===== config.mk =====
export PLATFORM = sky130hd
export DESIGN_NAME = display_scan_mux
export DESIGN_NICKNAME = d
export VERILOG_FILES = /design/src/rtl/display_scan_mux.sv
export SDC_FILE = /design/constraint.sdc
export NUM_CORES = 1
export LEC_CHECK = 0
export CAP_MARGIN = 20
export CORE_MARGIN = 2
export CORE_UTILIZATION = 38
export DETAILED_ROUTE_END_ITERATION = 10
export DONT_BUFFER_PORTS = 1
export RECOVER_POWER = 100
export SYNTH_ARGS = -nofsm -noshare
export SYNTH_HDL_FRONTEND = slang
export SYNTH_SLANG_ARGS = --single-unit
export TNS_END_PERCENT = 10

===== constraint.sdc =====
create_clock -name clk -period 1.4 [get_ports clk]
set_input_delay 0.21 -clock clk [delete_from_list [all_inputs] [get_ports clk]]
set_output_delay 0.21 -clock clk [all_outputs]
set_load 0.02 [all_outputs]

===== src/rtl/display_scan_mux.sv =====
// Time-multiplexes N_DIGITS values onto one shared seven-segment decoder input,
// enabling one digit at a time with programmable drive length and blank gaps between digits.
module display_scan_mux #(
  parameter int N_DIGITS      = 4,
  parameter int DATA_W        = 4,
  parameter int DIV           = 3,
  parameter int BLANK_CYCLES  = 1,
  parameter bit EN_ACTIVE_LOW = 1'b1
) (
  input  logic                         clk,
  input  logic                         reset,
  input  logic [N_DIGITS*DATA_W-1:0]   digits_in,
  input  logic [N_DIGITS-1:0]          blank_mask,
  input  logic                         hold,
  output logic [N_DIGITS-1:0]          en,
  output logic [DATA_W-1:0]            seg_data,
  output logic [$clog2(N_DIGITS)-1:0]  digit_idx,
  output logic                         frame_tick
);

  localparam int IDX_W   = $clog2(N_DIGITS);
  localparam int CNT_MAX = (DIV > BLANK_CYCLES) ? DIV : BLANK_CYCLES;
  localparam int CNT_W   = $clog2(CNT_MAX + 1);

  localparam logic [CNT_W-1:0]    DRIVE_LAST = CNT_W'(DIV - 1);
  localparam logic [CNT_W-1:0]    BLANK_LAST = CNT_W'(BLANK_CYCLES - 1);
  localparam logic [IDX_W-1:0]    IDX_LAST   = IDX_W'(N_DIGITS - 1);
  localparam logic [N_DIGITS-1:0] EN_OFF     = {N_DIGITS{EN_ACTIVE_LOW}};

  typedef enum logic {
    ST_BLANK = 1'b0,
    ST_DRIVE = 1'b1
  } state_t;

  state_t                state_q;
  logic [CNT_W-1:0]      cnt_q;
  logic [IDX_W-1:0]      digit_idx_q;
  logic [N_DIGITS-1:0]   en_q;
  logic [DATA_W-1:0]     seg_q;
  logic                  tick_q;

  logic [DATA_W-1:0]     sel_digit_d;
  logic [N_DIGITS-1:0]   en_drive_d;
  logic [IDX_W-1:0]      idx_next_d;
  logic                  wrap_d;

  // Digit value and enable pattern loaded at the start of each drive slot.
  always_comb begin
    sel_digit_d = '0;
    en_drive_d  = EN_OFF;
    for (int k = 0; k < N_DIGITS; k++) begin
      if (digit_idx_q == IDX_W'(k)) begin
        sel_digit_d   = digits_in[k*DATA_W +: DATA_W];
        en_drive_d[k] = EN_ACTIVE_LOW ^ ~blank_mask[k];
      end
    end
  end

  always_comb begin
    wrap_d     = (digit_idx_q == IDX_LAST);
    idx_next_d = wrap_d ? '0 : digit_idx_q + IDX_W'(1);
  end

  always_ff @(posedge clk) begin
    if (reset) begin
      state_q     <= ST_BLANK;
      cnt_q       <= '0;
      digit_idx_q <= '0;
      en_q        <= EN_OFF;
      seg_q       <= '0;
      tick_q      <= 1'b0;
    end else if (hold) begin
      tick_q <= 1'b0;
    end else begin
      tick_q <= 1'b0;
      case (state_q)
        ST_BLANK: begin
          if (cnt_q == BLANK_LAST) begin
            state_q <= ST_DRIVE;
            cnt_q   <= '0;
            seg_q   <= sel_digit_d;
            en_q    <= en_drive_d;
          end else begin
            cnt_q <= cnt_q + CNT_W'(1);
          end
        end
        ST_DRIVE: begin
          // Enables drop before the index moves so two digits never overlap.
          if (cnt_q == DRIVE_LAST) begin
            state_q     <= ST_BLANK;
            cnt_q       <= '0;
            en_q        <= EN_OFF;
            digit_idx_q <= idx_next_d;
            tick_q      <= wrap_d;
          end else begin
            cnt_q <= cnt_q + CNT_W'(1);
          end
        end
      endcase
    end
  end

  assign en         = en_q;
  assign seg_data   = seg_q;
  assign digit_idx  = digit_idx_q;
  assign frame_tick = tick_q;

endmodule


Yosys cells after proc, flatten, opt, wreduce, memory -nomap -nowiden
Cells that the tools add are included.
Word-level totals
  register bits after elaboration: 14
  latch bits: 0
  memory bits (writable): 0
  ROM bits: 0
  input bits: 23
  output and inout bits: 11
  word-level logic and storage cells: 41
  memories: 0
Operators by class
  add/subtract/negate cells: 2
  $mul: 0
  divide/modulo/power cells: 0
  magnitude comparators: 0
  equal/unequal tests: 6
  shift operators: 0
  muxes and demuxes: 18
  bitwise operators: 3
  reduce and logical (&&, ||, !) cells: 6
Operators with widths (number)
  two-way mux 4 bit: 6
  AND reduction 3 bit: 3
  case mux 4 bit (2 select lines): 1
  == test 2 bit, second input constant: 3
  two-way mux 1 bit: 6
  two-way mux 2 bit: 3
  adder 2 x 1 -> 2 bit, second input constant: 2
  zero test 2 bit: 2
  case mux 2 bit (2 select lines): 1
  OR reduction 4 bit: 1
  NOT 1 bit: 3
  == test 2 x 1 -> 1 bit, second input constant: 1
  != test 2 x 1 -> 1 bit, second input constant: 1
  != test 2 bit, second input constant: 1
  case mux 1 bit (2 select lines): 1

Logic depth before layout (Yosys ltp)
Gate-level depths: netlist of the first run.
  word-level depth: 5
  depth in mapped cells: 6
  mapped depth without buffers: 5

Least setup slack after synthesis of the first run
No wires, ideal clock.
  path type: register to register
  start point: register digit_idx_q[0] (netlist: digit_idx[0])
  end point: register seg_q[0] (netlist: seg_data[0])
  setup time: 91 ps
  data arrival time: 1485 ps
  data required time: 1309 ps
  slack: -176 ps
  stages on the path, launching flop included: 6
  path buffers: 1
  period minus slack after synthesis: 1576 ps
  cells stage by stage: dfxtp_1 inv_1 ha_1 clkbuf_2 a221o_1 a311oi_1
Between the ends
  word-level cells in the longest chain between the ends: 5
  elaborated cells between the ends (all ways): 8
  classes of those cells: 3 x eq/ne; 4 x mux; 1 x reduce/logical
Ends and longest elaborated chain
  from (decl): RTL line 37  | logic [IDX_W-1:0] digit_idx_q;
  from (signal assigned): RTL line 93  | digit_idx_q <= idx_next_d;
  zero test 2 bit: RTL line 52  | if (digit_idx_q == IDX_W'(k)) begin
  two-way mux 4 bit (3 in series): RTL line 52
  two-way mux 4 bit (*): RTL line 52
  to (signal assigned): RTL line 81  | seg_q <= sel_digit_d;
  to (decl): RTL line 39  | logic [DATA_W-1:0] seg_q;
Mark *: on every way between the ends. The rest lies on a longest branch, timed or not.
A chain may end at the register's enable or synchronous reset.

Final worst setup path of the first run
  start point: register digit_idx_q[1] (netlist: digit_idx[1])
  end point: register seg_q[1] (netlist: seg_data[1])
The elaborated chain is that of the path after synthesis.

==> metrics.txt, run 1 <==
clock root buffer clkbuf_4; failing checks negative setup slack; violation count after the first detailed-route iteration 12; Yosys Warn Count 0; fraction of final layout cells with drive strength greater than 1 ~28%; Detailed Routing Iterations Pass 1 4; weighted congestion reported at the end of routability-driven placement about 0.74; total negative setup slack -0.03485 ns; number of antenna violations at the first check in global routing 0; Cell Pwr Density slightly above 800 mW/mm2; post-route ant nets 0; post-synthesis register bit count 14; wire length of the first global-routing pass 3.132 mm; Final Cycle Share 102.5%; Highest Clock Rate ~700 MHz; antenna cells 0; Die X-Extent approximately 51 um; Die Y roughly 51 um; Final Hold Slack between 0.015 and 0.02 ns; via density per instance about 5.5; Area Growth Syn to Fin 24.89%; routed vias between 700 and 800; number of max-slew violations in the final report 0; crit path capture type flip-flop; worst clock skew on the final layout between 0.01 and 0.015 ns; max-cap violations 0; netlist area before placement 824.5 um2; class of the most critical setup path flip-flop to flip-flop; endpoint arrival time on the critical path approximately 1.6 ns; number of top-level pins 34; half-perimeter wire length after detailed placement ~1.4 mm; transition time at the pin with the least slew margin around 0.38 ns; met1 routing resource usage after global routing 17.39%; clock period minus worst slack approximately 1.4 ns; post-route worst setup slack -0.03485 ns; LEAKAGE 0.0004228 uW; Total Wirelength about 2.0 mm; insertion delay of the later-clocked pin in the worst-skew pair 0.29 ns; DRC 0; crit path max fanout 6; unrepaired setup endpoints after global routing yes; Finished Layout Cells approximately 130; Die Area 0.002558 mm2; global-route layer with the greatest usage met2; initial cell density of the core approximately two fifths; Core Footprint 0.002002 mm2; vias in the first global route 703; run status finished, violations left; CTS clock-pin slew for the worst setup and hold paths roughly 0.09 ns; utilization after layout around half; peak supply drop about 540 uV; Mapped Avg Cell Area approximately 8.9 um2; maximum clock insertion buffer count 2; TritonCTS Buffers 3; data required time at the worst endpoint between 1.5 and 2 ns; number of different library cells in the post-synthesis netlist 26; nets in the synthesized netlist approximately 120; clock tree from TritonCTS built; clock sink total 14; relative slew slack between 70 and 80%; count of input and output buffers 0; # fillers 193; overall routing resource usage 16.17%; final hold violation count 0; instance count of the mapped netlist just over 90; largest net degree at the start of global routing 12; met3 Usage GRT 6.548%; pre-CTS setup slack -0.04342 ns; average wire length per cell after detail routing roughly 15 um; launching element type of the critical path flip-flop; final-stage net count 137; Clock H-tree levels 1; global routing usage on met2 29.17%; sequential element share of the synthesized area around 34%; standard-cell row count 16; total placed cells including tap cells between 100 and 150; count of endpoints failing setup in the final report 1; gr ovfl total 0; worst min-delay path category input port to flip-flop
[cell type report]
cell class | count | area [um2] | area share, %
inverter | 9 | 36.28 | 3.524
timing repair buffer | 14 | 110.1 | 10.69
tap | 27 | 33.78 | 3.281
sequential | 14 | 289.0 | 28.07
multi-input combinational | 65 | 534.3 | 51.88
clock buffer | 4 | 26.28 | 2.552
[power by group]
group          internal, uW  switching, uW  leakage, uW  total [uW]
combinational          77.6           70.0     0.000291         148
clock                   111            135    0.0000150         246
sequential              417           35.6     0.000117         453
total                   605            241     0.000423         846
[cells in the final DEF, fill, tap and decap left out, types with 2 or more instances in the layout]
| cell | Yosys | final |
|---|---|---|
| dfxtp_1 | 14 | 11 |
| buf_4 | 1 | 10 |
| a21oi_1 | 10 | 8 |
| inv_1 | 9 | 6 |
| nor2_1 | 6 | 6 |
| nand3b_1 | 5 | 5 |
| nand2_1 | 5 | 5 |
| a221o_1 | 4 | 4 |
| nor3b_1 | 4 | 4 |
| o21bai_1 | 4 | 4 |
| a211oi_1 | 4 | 4 |
| a311oi_1 | 4 | 3 |
| and3_1 | 3 | 3 |
| ha_4 | 0 | 3 |
| clkbuf_4 | 0 | 3 |
| inv_2 | 0 | 2 |
| a21oi_2 | 0 | 2 |
| nor2b_1 | 2 | 2 |
| ha_1 | 7 | 2 |
| ha_2 | 0 | 2 |
| clkbuf_1 | 1 | 2 |
| dfxtp_4 | 0 | 2 |
| dlygate4sd3_1 | 0 | 2 |
[critical path, stage by stage (launching register included)]
cell      delay, ns
dfxtp_4        0.37
inv_4          0.07
ha_4           0.15
buf_6          0.11
a21oi_2        0.04
a221o_1        0.32
a311oi_2       0.26
[cell families after synthesis]
| kind of cell | Yosys count | share of synthesized area [%] |
|---|---|---|
| AO/OA/AOI/OAI | 27 | 23.06 |
| AND/OR/NAND/NOR | 29 | 21.70 |
| buffers and inverters | 14 | 8.041 |
| multiplexers | 2 | 2.580 |
| flip-flops | 14 | 33.99 |
| adder cells (fa/ha/maj) | 7 | 10.62 |
[repair_timing]
action | in CTS | in global routing
endpoints found under the setup margin | 6 | 9
hold buffers | 1 | 1
setup buffers | 4 | 3
hold endpoints to repair | 8 | 2
gates resized for setup | 10 | 6
pin swaps | 4 | 5
[through the flow]
stage                     power, uW  cell area (um2)
after floorplan               563.5            845.8
after global placement        579.3            875.8
after detailed placement      584.0            875.8
after CTS                     839.8            982.2
after global routing          889.4             1030
final                         846.2             1030
[layer usage]
layer  routed length, um  up-vias  share of wire (%)
li1                    -      362                  -
met1                 853      335                 43
met2                 952       32                 48
met3                 170        3                8.5
met4                  21        0                1.1
met5                   0        -                  0
[final timing paths]
| path | from | endpoint | slack, ns | cells after the start |
|---|---|---|---|---|
| max | digit_idx[1] | seg_data[1] | -0.03 | 6 |
| min | hold | cnt_q[0] | 0.02 | 1 |
| max reg2reg | digit_idx[1] | seg_data[1] | -0.03 | 6 |
| min reg2reg | cnt_q[0] | cnt_q[0] | 0.53 | 2 |
[Yosys cell counts]
cell type,number,share of area (%)
nand3_1,1,0.61
clkbuf_2,1,0.61
nor2_1,6,2.7
and4_1,1,1.1
inv_1,9,4.1
clkbuf_1,1,0.45
nand2_1,5,2.3
buf_6,1,1.4
a221o_1,4,4.9
a21oi_1,10,6.1
mux2_2,1,1.4
a211oi_1,4,3.6
and3_1,3,2.3
mux2i_1,1,1.2
nor2b_1,2,1.5
ha_1,7,11
o21bai_1,4,3.6
buf_2,1,0.61
nor3b_4,1,2.3
o21ai_0,1,0.61
nand3b_1,5,4.6
buf_4,1,0.91
dfxtp_1,14,34
nor3b_1,4,3.6
or3_1,1,0.76
a311oi_1,4,4.2
[sequential cells by signal (all words and copies together) (netlist names), named ones only]
register / count
seg_data: 4
digit_idx: 2
en: 4
frame_tick: 1
cnt_q: 2
(Power assumes the default switching activity.)
==> run 2: changes to the inputs <==
- SLEW_MARGIN: default -> 20
==> results of run 2 <==
Same layout as run 1: the final DEF is identical, and so are final timing and power.
